**src/rtl/bike_light_if.sv**
```systemverilog
// Button and LED bundle between the bicycle light controller and its surroundings.
// The master side drives the (already synchronised) buttons and observes the outputs;
// the slave side is the controller itself.
interface bike_light_if #(
    parameter int N_LIGHTS = 4,
    parameter int N_RATES  = 8
);
    localparam int RATE_W = $clog2(N_RATES);

    logic                next;
    logic                faster;
    logic                slower;
    logic [N_LIGHTS-1:0] lights;
    logic [2:0]          mode;
    logic [RATE_W-1:0]   rate;

    modport master (
        output next,
        output faster,
        output slower,
        input  lights,
        input  mode,
        input  rate
    );

    modport slave (
        input  next,
        input  faster,
        input  slower,
        output lights,
        output mode,
        output rate
    );
endinterface

```
**src/rtl/bike_light_ctrl.sv**
```systemverilog
// Multi-channel bicycle light controller: OFF/ON/BLINK/CHASE/DIM modes selected by a
// "next" button, with a saturating blink/chase rate and fixed-duty PWM dimming.
// All outputs are registered; button edges are detected against a one-cycle history.
module bike_light_ctrl #(
    parameter int N_LIGHTS     = 4,
    parameter int TICK_DIV     = 1_000_000,
    parameter int N_RATES      = 8,
    parameter int DEFAULT_RATE = 3,
    parameter int PWM_BITS     = 4,
    parameter int DIM_DUTY     = 4
) (
    input  logic         clk,
    input  logic         reset,
    bike_light_if.slave  bus
);
    localparam int RATE_W = $clog2(N_RATES);
    localparam int TICK_W = (TICK_DIV > 1) ? $clog2(TICK_DIV) : 1;

    localparam logic [TICK_W-1:0]   TICK_MAX   = TICK_W'(TICK_DIV - 1);
    localparam logic [RATE_W-1:0]   RATE_MAX   = RATE_W'(N_RATES - 1);
    localparam logic [RATE_W-1:0]   RATE_INIT  = RATE_W'(DEFAULT_RATE);
    localparam logic [PWM_BITS:0]   DIM_DUTY_V = (PWM_BITS + 1)'(DIM_DUTY);

    typedef enum logic [2:0] {
        MODE_OFF   = 3'd0,
        MODE_ON    = 3'd1,
        MODE_BLINK = 3'd2,
        MODE_CHASE = 3'd3,
        MODE_DIM   = 3'd4
    } mode_e;

    mode_e                mode_q;
    mode_e                mode_d;
    logic                 next_q;
    logic                 faster_q;
    logic                 slower_q;
    logic                 edge_next;
    logic                 edge_faster;
    logic                 edge_slower;
    logic                 mode_chg;
    logic [RATE_W-1:0]    rate_q;
    logic [TICK_W-1:0]    tick_cnt;
    logic                 tick;
    logic [RATE_W-1:0]    phase_q;
    logic                 step;
    logic [PWM_BITS-1:0]  pwm_cnt;
    logic                 dim_on;
    logic [N_LIGHTS-1:0]  pat_p0;
    logic [N_LIGHTS-1:0]  lights_p1;

    // Rotate left by one; with a single channel this returns the input unchanged.
    function automatic logic [N_LIGHTS-1:0] rotl(input logic [N_LIGHTS-1:0] v);
        return (v << 1) | (v >> (N_LIGHTS - 1));
    endfunction

    assign edge_next   = bus.next   & ~next_q;
    assign edge_faster = bus.faster & ~faster_q;
    assign edge_slower = bus.slower & ~slower_q;
    assign mode_chg    = edge_next;

    assign tick   = (tick_cnt == TICK_MAX);
    assign step   = tick && (phase_q >= rate_q);
    assign dim_on = ({1'b0, pwm_cnt} < DIM_DUTY_V);

    // Button history; held at 1 in reset so a button held through release gives no edge.
    always_ff @(posedge clk) begin
        if (reset) begin
            next_q   <= 1'b1;
            faster_q <= 1'b1;
            slower_q <= 1'b1;
        end else begin
            next_q   <= bus.next;
            faster_q <= bus.faster;
            slower_q <= bus.slower;
        end
    end

    // Mode state register.
    always_ff @(posedge clk) begin
        if (reset) mode_q <= MODE_OFF;
        else       mode_q <= mode_d;
    end

    // Mode sequencing: each next edge advances one step around the ring.
    always_comb begin
        mode_d = mode_q;
        if (edge_next) begin
            case (mode_q)
                MODE_OFF:   mode_d = MODE_ON;
                MODE_ON:    mode_d = MODE_BLINK;
                MODE_BLINK: mode_d = MODE_CHASE;
                MODE_CHASE: mode_d = MODE_DIM;
                MODE_DIM:   mode_d = MODE_OFF;
                default:    mode_d = MODE_OFF;
            endcase
        end
    end

    // Saturating rate index; opposing edges in one cycle cancel.
    always_ff @(posedge clk) begin
        if (reset) begin
            rate_q <= RATE_INIT;
        end else if (edge_faster && !edge_slower) begin
            if (rate_q != '0) rate_q <= rate_q - RATE_W'(1);
        end else if (edge_slower && !edge_faster) begin
            if (rate_q != RATE_MAX) rate_q <= rate_q + RATE_W'(1);
        end
    end

    // Base tick divider, restarted on every mode change.
    always_ff @(posedge clk) begin
        if (reset || mode_chg) tick_cnt <= '0;
        else if (tick)         tick_cnt <= '0;
        else                   tick_cnt <= tick_cnt + TICK_W'(1);
    end

    // Phase counter over ticks; >= lets a lowered rate fire on the very next tick.
    always_ff @(posedge clk) begin
        if (reset || mode_chg) phase_q <= '0;
        else if (tick) begin
            if (phase_q >= rate_q) phase_q <= '0;
            else                   phase_q <= phase_q + RATE_W'(1);
        end
    end

    // Free-running PWM counter for DIM, aligned to zero on mode entry.
    always_ff @(posedge clk) begin
        if (reset || mode_chg) pwm_cnt <= '0;
        else                   pwm_cnt <= pwm_cnt + PWM_BITS'(1);
    end

    // Stage p0: blink/chase pattern, loaded with the entry value of the new mode.
    always_ff @(posedge clk) begin
        if (mode_chg) begin
            case (mode_d)
                MODE_BLINK: pat_p0 <= '1;
                MODE_CHASE: pat_p0 <= N_LIGHTS'(1);
                default:    pat_p0 <= '0;
            endcase
        end else if (step) begin
            case (mode_q)
                MODE_BLINK: pat_p0 <= ~pat_p0;
                MODE_CHASE: pat_p0 <= rotl(pat_p0);
                default:    pat_p0 <= pat_p0;
            endcase
        end
    end

    // Stage p1: registered LED drive selected by the current mode.
    always_ff @(posedge clk) begin
        if (reset) begin
            lights_p1 <= '0;
        end else begin
            case (mode_q)
                MODE_OFF:   lights_p1 <= '0;
                MODE_ON:    lights_p1 <= '1;
                MODE_BLINK: lights_p1 <= pat_p0;
                MODE_CHASE: lights_p1 <= pat_p0;
                MODE_DIM:   lights_p1 <= dim_on ? '1 : '0;
                default:    lights_p1 <= '0;
            endcase
        end
    end

    assign bus.lights = lights_p1;
    assign bus.mode   = mode_q;
    assign bus.rate   = rate_q;
endmodule

```
**src/flat_wrapper.sv**
```systemverilog
// flat-port wrapper written by rule: the top's interface ports become plain ports
module bike_light_ctrl_flat 
#(
    parameter int N_LIGHTS     = 4,
    parameter int TICK_DIV     = 1_000_000,
    parameter int N_RATES      = 8,
    parameter int DEFAULT_RATE = 3,
    parameter int PWM_BITS     = 4,
    parameter int DIM_DUTY     = 4
)
  (clk, reset, bus_next, bus_faster, bus_slower, bus_lights, bus_mode, bus_rate);
  bike_light_if #(.N_LIGHTS(N_LIGHTS), .N_RATES(N_RATES)) bus_i ();
  input  logic clk;
  input  logic reset;
  input wire logic [$bits(bus_i.next)-1:0] bus_next;
  input wire logic [$bits(bus_i.faster)-1:0] bus_faster;
  input wire logic [$bits(bus_i.slower)-1:0] bus_slower;
  output wire logic [$bits(bus_i.lights)-1:0] bus_lights;
  output wire logic [$bits(bus_i.mode)-1:0] bus_mode;
  output wire logic [$bits(bus_i.rate)-1:0] bus_rate;
  assign bus_i.next = bus_next;
  assign bus_i.faster = bus_faster;
  assign bus_i.slower = bus_slower;
  assign bus_lights = bus_i.lights;
  assign bus_mode = bus_i.mode;
  assign bus_rate = bus_i.rate;
  bike_light_ctrl #(.N_LIGHTS(N_LIGHTS), .TICK_DIV(TICK_DIV), .N_RATES(N_RATES), .DEFAULT_RATE(DEFAULT_RATE), .PWM_BITS(PWM_BITS), .DIM_DUTY(DIM_DUTY)) u_core (.clk(clk), .reset(reset), .bus(bus_i));
endmodule
```
**config.mk**
```make
export PLATFORM = sky130hd
export DESIGN_NAME = bike_light_ctrl_flat
export DESIGN_NICKNAME = d
export VERILOG_FILES = /design/src/rtl/bike_light_if.sv /design/src/rtl/bike_light_ctrl.sv /design/src/flat_wrapper.sv
export SDC_FILE = /design/constraint.sdc
export NUM_CORES = 1
export LEC_CHECK = 0
export CAP_MARGIN = 10
export CORE_UTILIZATION = 55
export CTS_CLUSTER_DIAMETER = 30
export DETAILED_ROUTE_END_ITERATION = 7
export PLACE_DENSITY = 0.8
export SLEW_MARGIN = 20
export SYNTH_ARGS = -nofsm -noshare
export SYNTH_HDL_FRONTEND = slang
export SYNTH_SLANG_ARGS = --single-unit
```
**constraint.sdc**
```tcl
create_clock -name clk -period 2.64 [get_ports clk]
set_input_delay 0.396 -clock clk [delete_from_list [all_inputs] [get_ports clk]]
set_output_delay 0.396 -clock clk [all_outputs]
set_load 0.01 [all_outputs]
```
==> impl_metrics.json, run 1 <==
{
  "startpoint": "u_core.tick_cnt[15]",
  "diodes": 0,
  "whs_ns": 0.462,
  "wl_per_cell_um": 12.5,
  "gr-total-overflow": 0,
  "post_cts_buffers": 0,
  "finalClockSkew_ns": 0.00824,
  "routed-via-count": 1573,
  "rr_worst_depth": 4,
  "nets": 254,
  "finalSetupTns_ns": 0,
  "powerDensity_nw_per_um2": 571,
  "m1WireLength_mm": 1.69,
  "cp-start-kind": "flip-flop",
  "pin_count": 15,
  "drc": 0,
  "cp-endpoint": "u_core.pat_p0[0]",
  "start_util_pct": 58.4,
  "routed-wl-met3_um": 131,
  "min_from": "u_core.pwm_cnt[0]",
  "drv_slew": 0,
  "yosys.area_share.adder_pct": 4.77,
  "slew-limit-headroom_pct": 52.6,
  "hpwl_mm": 2.53,
  "worstPathArrival_ns": 2.17,
  "worst_pin_slew_ns": 0.705,
  "synth_area_leaders": "dfxtp_1 (40%), nor2_1 (6.4%), edfxtp_1 (6.0%)",
  "p_leak_uw": 0.000903,
  "clock-sinks": 44,
  "outcome": "finished clean",
  "antenna_found_initial": 0,
  "gp_congestion": 0.831,
  "synth-seq-area-share_pct": 46.2,
  "synth_area_um2": 1990,
  "port_buffers": 14,
  "clock_latency_ns": 0.37,
  "root_buffer": "clkbuf_4",
  "synth.most_common_cell": "dfxtp_1",
  "hold_viol_final": 0,
  "yosysTopAreaCell": "dfxtp_1",
  "grt_pass1_wl_mm": 6.23,
  "setup_violations": 0,
  "r2r_end": "u_core.pat_p0[0]",
  "power_uw": 1310,
  "grt_max_degree": 20,
  "dr_wl_met2_mm": 1.71,
  "required_ns": 2.66,
  "synth-seq-cells": 44,
  "synth_common_cells": "dfxtp_1 (40), nor2_1 (34), nand2_1 (21), a21oi_1 (14), xor2_1 (13)",
  "regArea_um2": 921,
  "dieArea_um2": 3870,
  "ctsHoldBuffers": 0,
  "fill_cells": 290,
  "synthCells": 224,
  "yosys.area_share.simple_pct": 26.3,
  "syn2layout_area_growth_pct": 14.6,
  "firstDrtPassIters": 4,
  "synth_nets": 236,
  "drv_cap": 0,
  "synth_compound_area_share_pct": 9.54,
  "first_iter_violations": 84,
  "drt-vias-per-instance": 5.44,
  "rrSetupSlack_ns": 0.50,
  "dpl_cell_area_um2": 2190,
  "synth_area_per_cell_um2": 8.90,
  "grt_usage_pct": 20.4,
  "synth_warnings": 0,
  "design.core.area_um2": 3420,
  "grt_pass1_vias": 1455,
  "rows": 21,
  "die_y_um": 62.2,
  "synth.mux.area_fraction_pct": 1.07,
  "drive_above_1_share_pct": 9.05,
  "rsz0062_at_grt": "false",
  "synth_flop_cell": "dfxtp_1",
  "multiInputGateArea_um2": 1020,
  "cts_tree": "built",
  "path_max_fanout": 9,
  "hp-class": "reg -> reg",
  "worstReg2RegStart": "u_core.tick_cnt[15]",
  "cts_buffers": 5,
  "die_x_um": 62.2,
  "period_share_pct": 81.2,
  "vdd_drop_max_mv": 0.398,
  "top_layer_used": "met4",
  "synth.top_cell.area_share_pct": 40.2,
  "synth_edf_count": 4,
  "drt_wl_total_mm": 3.60,
  "htreeDepth": 2,
  "cts_resized": 0,
  "antenna_left": 0,
  "clk_path_buf_depth": 2,
  "fin_area_um2": 2290,
  "synthXorXnorAreaFrac_pct": 9.66,
  "cts.clk_slew.worst_paths_ns": 0.13,
  "period_minus_slack_ns": 2.14,
  "async_flop_share_pct": 0,
  "fmax_mhz": 466,
  "synthDistinctLibCells": 41,
  "critical_path_class": "reg -> reg",
  "crit_path_end_kind": "flip-flop",
  "synth_top_family_by_area": "simple AND/OR/NAND/NOR gates"
}
where the power goes:
group	switching (uW)	internal (uW)
combinational	61.5	58.9
sequential	20.3	696
clock	217	251
final cells by class:
class | count | area share [%]
multi-input combinational | 167 | 44.8
clock buffer | 7 | 2.85
clock inverter | 1 | 1.31
inverter | 7 | 1.15
tap | 46 | 2.52
timing repair buffer | 17 | 7.12
sequential | 44 | 40.3
metal layers:
layer	vias up	GRT usage, %
met5	-	0
met2	30	31.5
met1	735	26.6
met4	0	11.0
met3	7	4.60
li1	801	-
cell usage in the layout, fill, tap and decap left out, types with 5 or more instances in the layout:
cell / n
a21oi_1: 14
clkbuf_4: 5
clkdlybuf4s50_1: 14
dfxtp_1: 40
ha_1: 6
inv_1: 7
nand2_1: 21
nand2b_1: 5
nand3_1: 12
nor2_1: 34
o21ai_0: 10
xnor2_1: 9
xor2_1: 13
worst min-delay path by stage:
stage | to | slack (ns) | cells past startpoint
floorplan | u_core.pwm_cnt[0] | 0.42 | 1
global route | u_core.pwm_cnt[0] | 0.47 | 1
detailed placement | u_core.pwm_cnt[0] | 0.44 | 1
finish | u_core.pwm_cnt[0] | 0.46 | 1
global placement | u_core.pwm_cnt[0] | 0.44 | 1
CTS | u_core.pwm_cnt[0] | 0.46 | 1
state kept, by name, indices dropped and copies added (netlist names):
name,flops
u_core.bus.mode,3
u_core.phase_q,3
u_core.pwm_cnt,4
u_core.slower_q,1
u_core.tick_cnt,20
u_core.pat_p0,4
u_core.bus.lights,4
u_core.faster_q,1
u_core.bus.rate,3
u_core.next_q,1
kinds of logic (layout without fill, tap and decap cells):
kind of cell    count (synthesis)  in the layout
flops                          44             44
fa+ha+maj                       7              7
buf+inv                        13             32
compound gates                 33             33
mux                             2              2
xor+xnor                       22             22
simple gates                  103            103
stage by stage:
step | cells | worst slack [ns] | utilization, %
6_report | 289 | 0.496 | 66.9
5_1_grt | 289 | 0.365 | 66.9
4_1_cts | 289 | 0.473 | 66.9
3_5_place_dp | 281 | 0.469 | 64.1
3_3_place_gp | 281 | 0.489 | 64.1
2_1_floorplan | 224 | 0.712 | -
critical path, stage by stage, from the launching register on:
cell,delay (ns)
dfxtp_1,0.35
or4b_1,0.55
nor3_2,0.19
nand4b_4,0.19
o21ai_0,0.52
No activity file was read; power rests on OpenSTA's default activity.
==> run 2: changes to the inputs <==
- clock period: 2.64 -> 2.1 ns (I/O delays scaled with it)
==> run 2 against run 1 <==
Total power increased by 15%. Clock-buffer cell count increased by 1. Clock power decreased by 3%. Die area unchanged. Worst hold slack got worse by 0.010 ns. Critical path type unchanged. Sequential share of layout area decreased by 0.20 points. Fmax increased by 14%.
==> impl_metrics.json, run 2 (synthesis gave the netlist of run 1 again) <==
{
  "outcome": "finished clean",
  "grt_usage_pct": 19.3,
  "antenna_left": 0,
  "path_buf_inv": 1,
  "gr-total-overflow": 0,
  "hpwl_mm": 2.38,
  "drive_above_1_share_pct": 10.5,
  "root_buffer": "clkbuf_4",
  "stdcell_count": 294,
  "grt_pass1_wl_mm": 5.95,
  "internal_power_uw": 1150,
  "drv_slew": 0,
  "cts_resized": 0,
  "die_x_um": 62.2,
  "antenna_found_initial": 0,
  "finalClockSkew_ns": 0.0149,
  "post_cts_buffers": 0,
  "start_util_pct": 58.4,
  "worstReg2RegStart": "u_core.tick_cnt[15]",
  "crit_path_end_kind": "flip-flop",
  "first_iter_violations": 48,
  "startpoint": "u_core.tick_cnt[15]",
  "drt_wl_total_mm": 3.38,
  "cp_slowest_cell": "or4b_1",
  "final_common_cell": "dfxtp_1",
  "nets": 259,
  "hold_viol_final": 0,
  "layout_common_cells": "dfxtp_1 (40), nor2_1 (34), nand2_1 (21)",
  "cts_tree": "built",
  "top_layer_used": "met4",
  "rsz0062_at_grt": "false",
  "top_register": "u_core.tick_cnt",
  "cp-start-kind": "flip-flop",
  "setup_violations": 0,
  "m1WireLength_mm": 1.78,
  "drv_cap": 0,
  "rows": 21,
  "required_ns": 2.19,
  "combinationalPowerShare_pct": 10.1,
  "fmax_mhz": 531,
  "design.core.area_um2": 3420,
  "gp_congestion": 0.782,
  "clk_path_buf_depth": 2,
  "die_y_um": 62.2,
  "placedCellCount": 286,
  "firstDrtPassIters": 4,
  "min_from": "u_core.pwm_cnt[0]",
  "drc": 0,
  "clockPowerShare_pct": 30.2,
  "path_cells": "or4b_1 -> nor3_2 -> nand4b_4 -> o21ai_0 -> buf_4",
  "worst_pin_slew_ns": 0.497,
  "diodes": 0,
  "clock-sinks": 44,
  "ctsHoldBuffers": 0,
  "cts_buffers": 5,
  "critPathMaxStageDelay_ns": 0.55,
  "routed-via-count": 1553,
  "dr_wl_met2_mm": 1.46,
  "whs_ns": 0.452,
  "powerDensity_nw_per_um2": 656,
  "pin_count": 15,
  "htreeDepth": 2,
  "largest_reg_flops": 20,
  "period_share_pct": 89.7,
  "grt_pass1_vias": 1411,
  "slew-limit-headroom_pct": 66.4,
  "routed-wl-met3_um": 101,
  "crit_family": "simple AND/OR/NAND/NOR gates",
  "vdd_drop_max_mv": 0.371,
  "switching_share_pct": 23.7,
  "critical_path_class": "reg -> reg",
  "clock_latency_ns": 0.35,
  "p_switching_uw": 357,
  "grt_max_degree": 20,
  "drt-vias-per-instance": 5.28,
  "dieArea_um2": 3870,
  "wl_per_cell_um": 11.5,
  "syn2layout_area_growth_pct": 15.2,
  "port_buffers": 14,
  "period_minus_slack_ns": 1.88,
  "p_leak_uw": 0.000915,
  "hp-class": "reg -> reg",
  "worstPathArrival_ns": 1.97,
  "cts.clk_slew.worst_paths_ns": 0.13,
  "sequentialPowerShare_pct": 59.7,
  "path_max_fanout": 9,
  "final_util_pct": 67.3,
  "finalSetupTns_ns": 0
}
==> run 2: worst paths after layout <==
| kind | end | slack (ns) | cells past startpoint |
|---|---|---|---|
| min reg2reg | u_core.pwm_cnt[0] | 0.45 | 1 |
| max reg2reg | u_core.pat_p0[1] | 0.22 | 5 |
| min | u_core.pwm_cnt[0] | 0.45 | 1 |
| max | u_core.pat_p0[1] | 0.22 | 5 |
==> run 2: final cells by class <==
class                   count  area, um^2
clock buffers               8        68.8
fillers                   288        1120
inverters                   7        26.3
multi-input cells         167        1020
flip-flops and latches     44         921
well taps                  46        57.6
repair buffers             22         200
==> run 2: power groups by stage <==
stage	sequential, uW	combinational, uW	clock [uW]
2_1_floorplan	915	95.9	0
3_3_place_gp	918	151	0
3_5_place_dp	919	153	0
4_1_cts	900	154	470
5_1_grt	905	172	502
6_report	900	153	455
==> run 2: routing by layer <==
metal,track usage [%],vias up
li1,-,809
met1,25.6,716
met2,29.8,23
met3,4.41,5
met4,8.72,0
met5,0,-
==> run 2: per-stage QoR <==
| stage | cell area, um^2 | power [uW] | worst slack (ns) |
|---|---|---|---|
| floorplan | 1990 | 1010 | 0.172 |
| global placement | 2230 | 1070 | 0.142 |
| detailed placement | 2230 | 1070 | 0.120 |
| CTS | 2300 | 1520 | 0.207 |
| global route | 2300 | 1580 | 0.158 |
| finish | 2300 | 1510 | 0.217 |
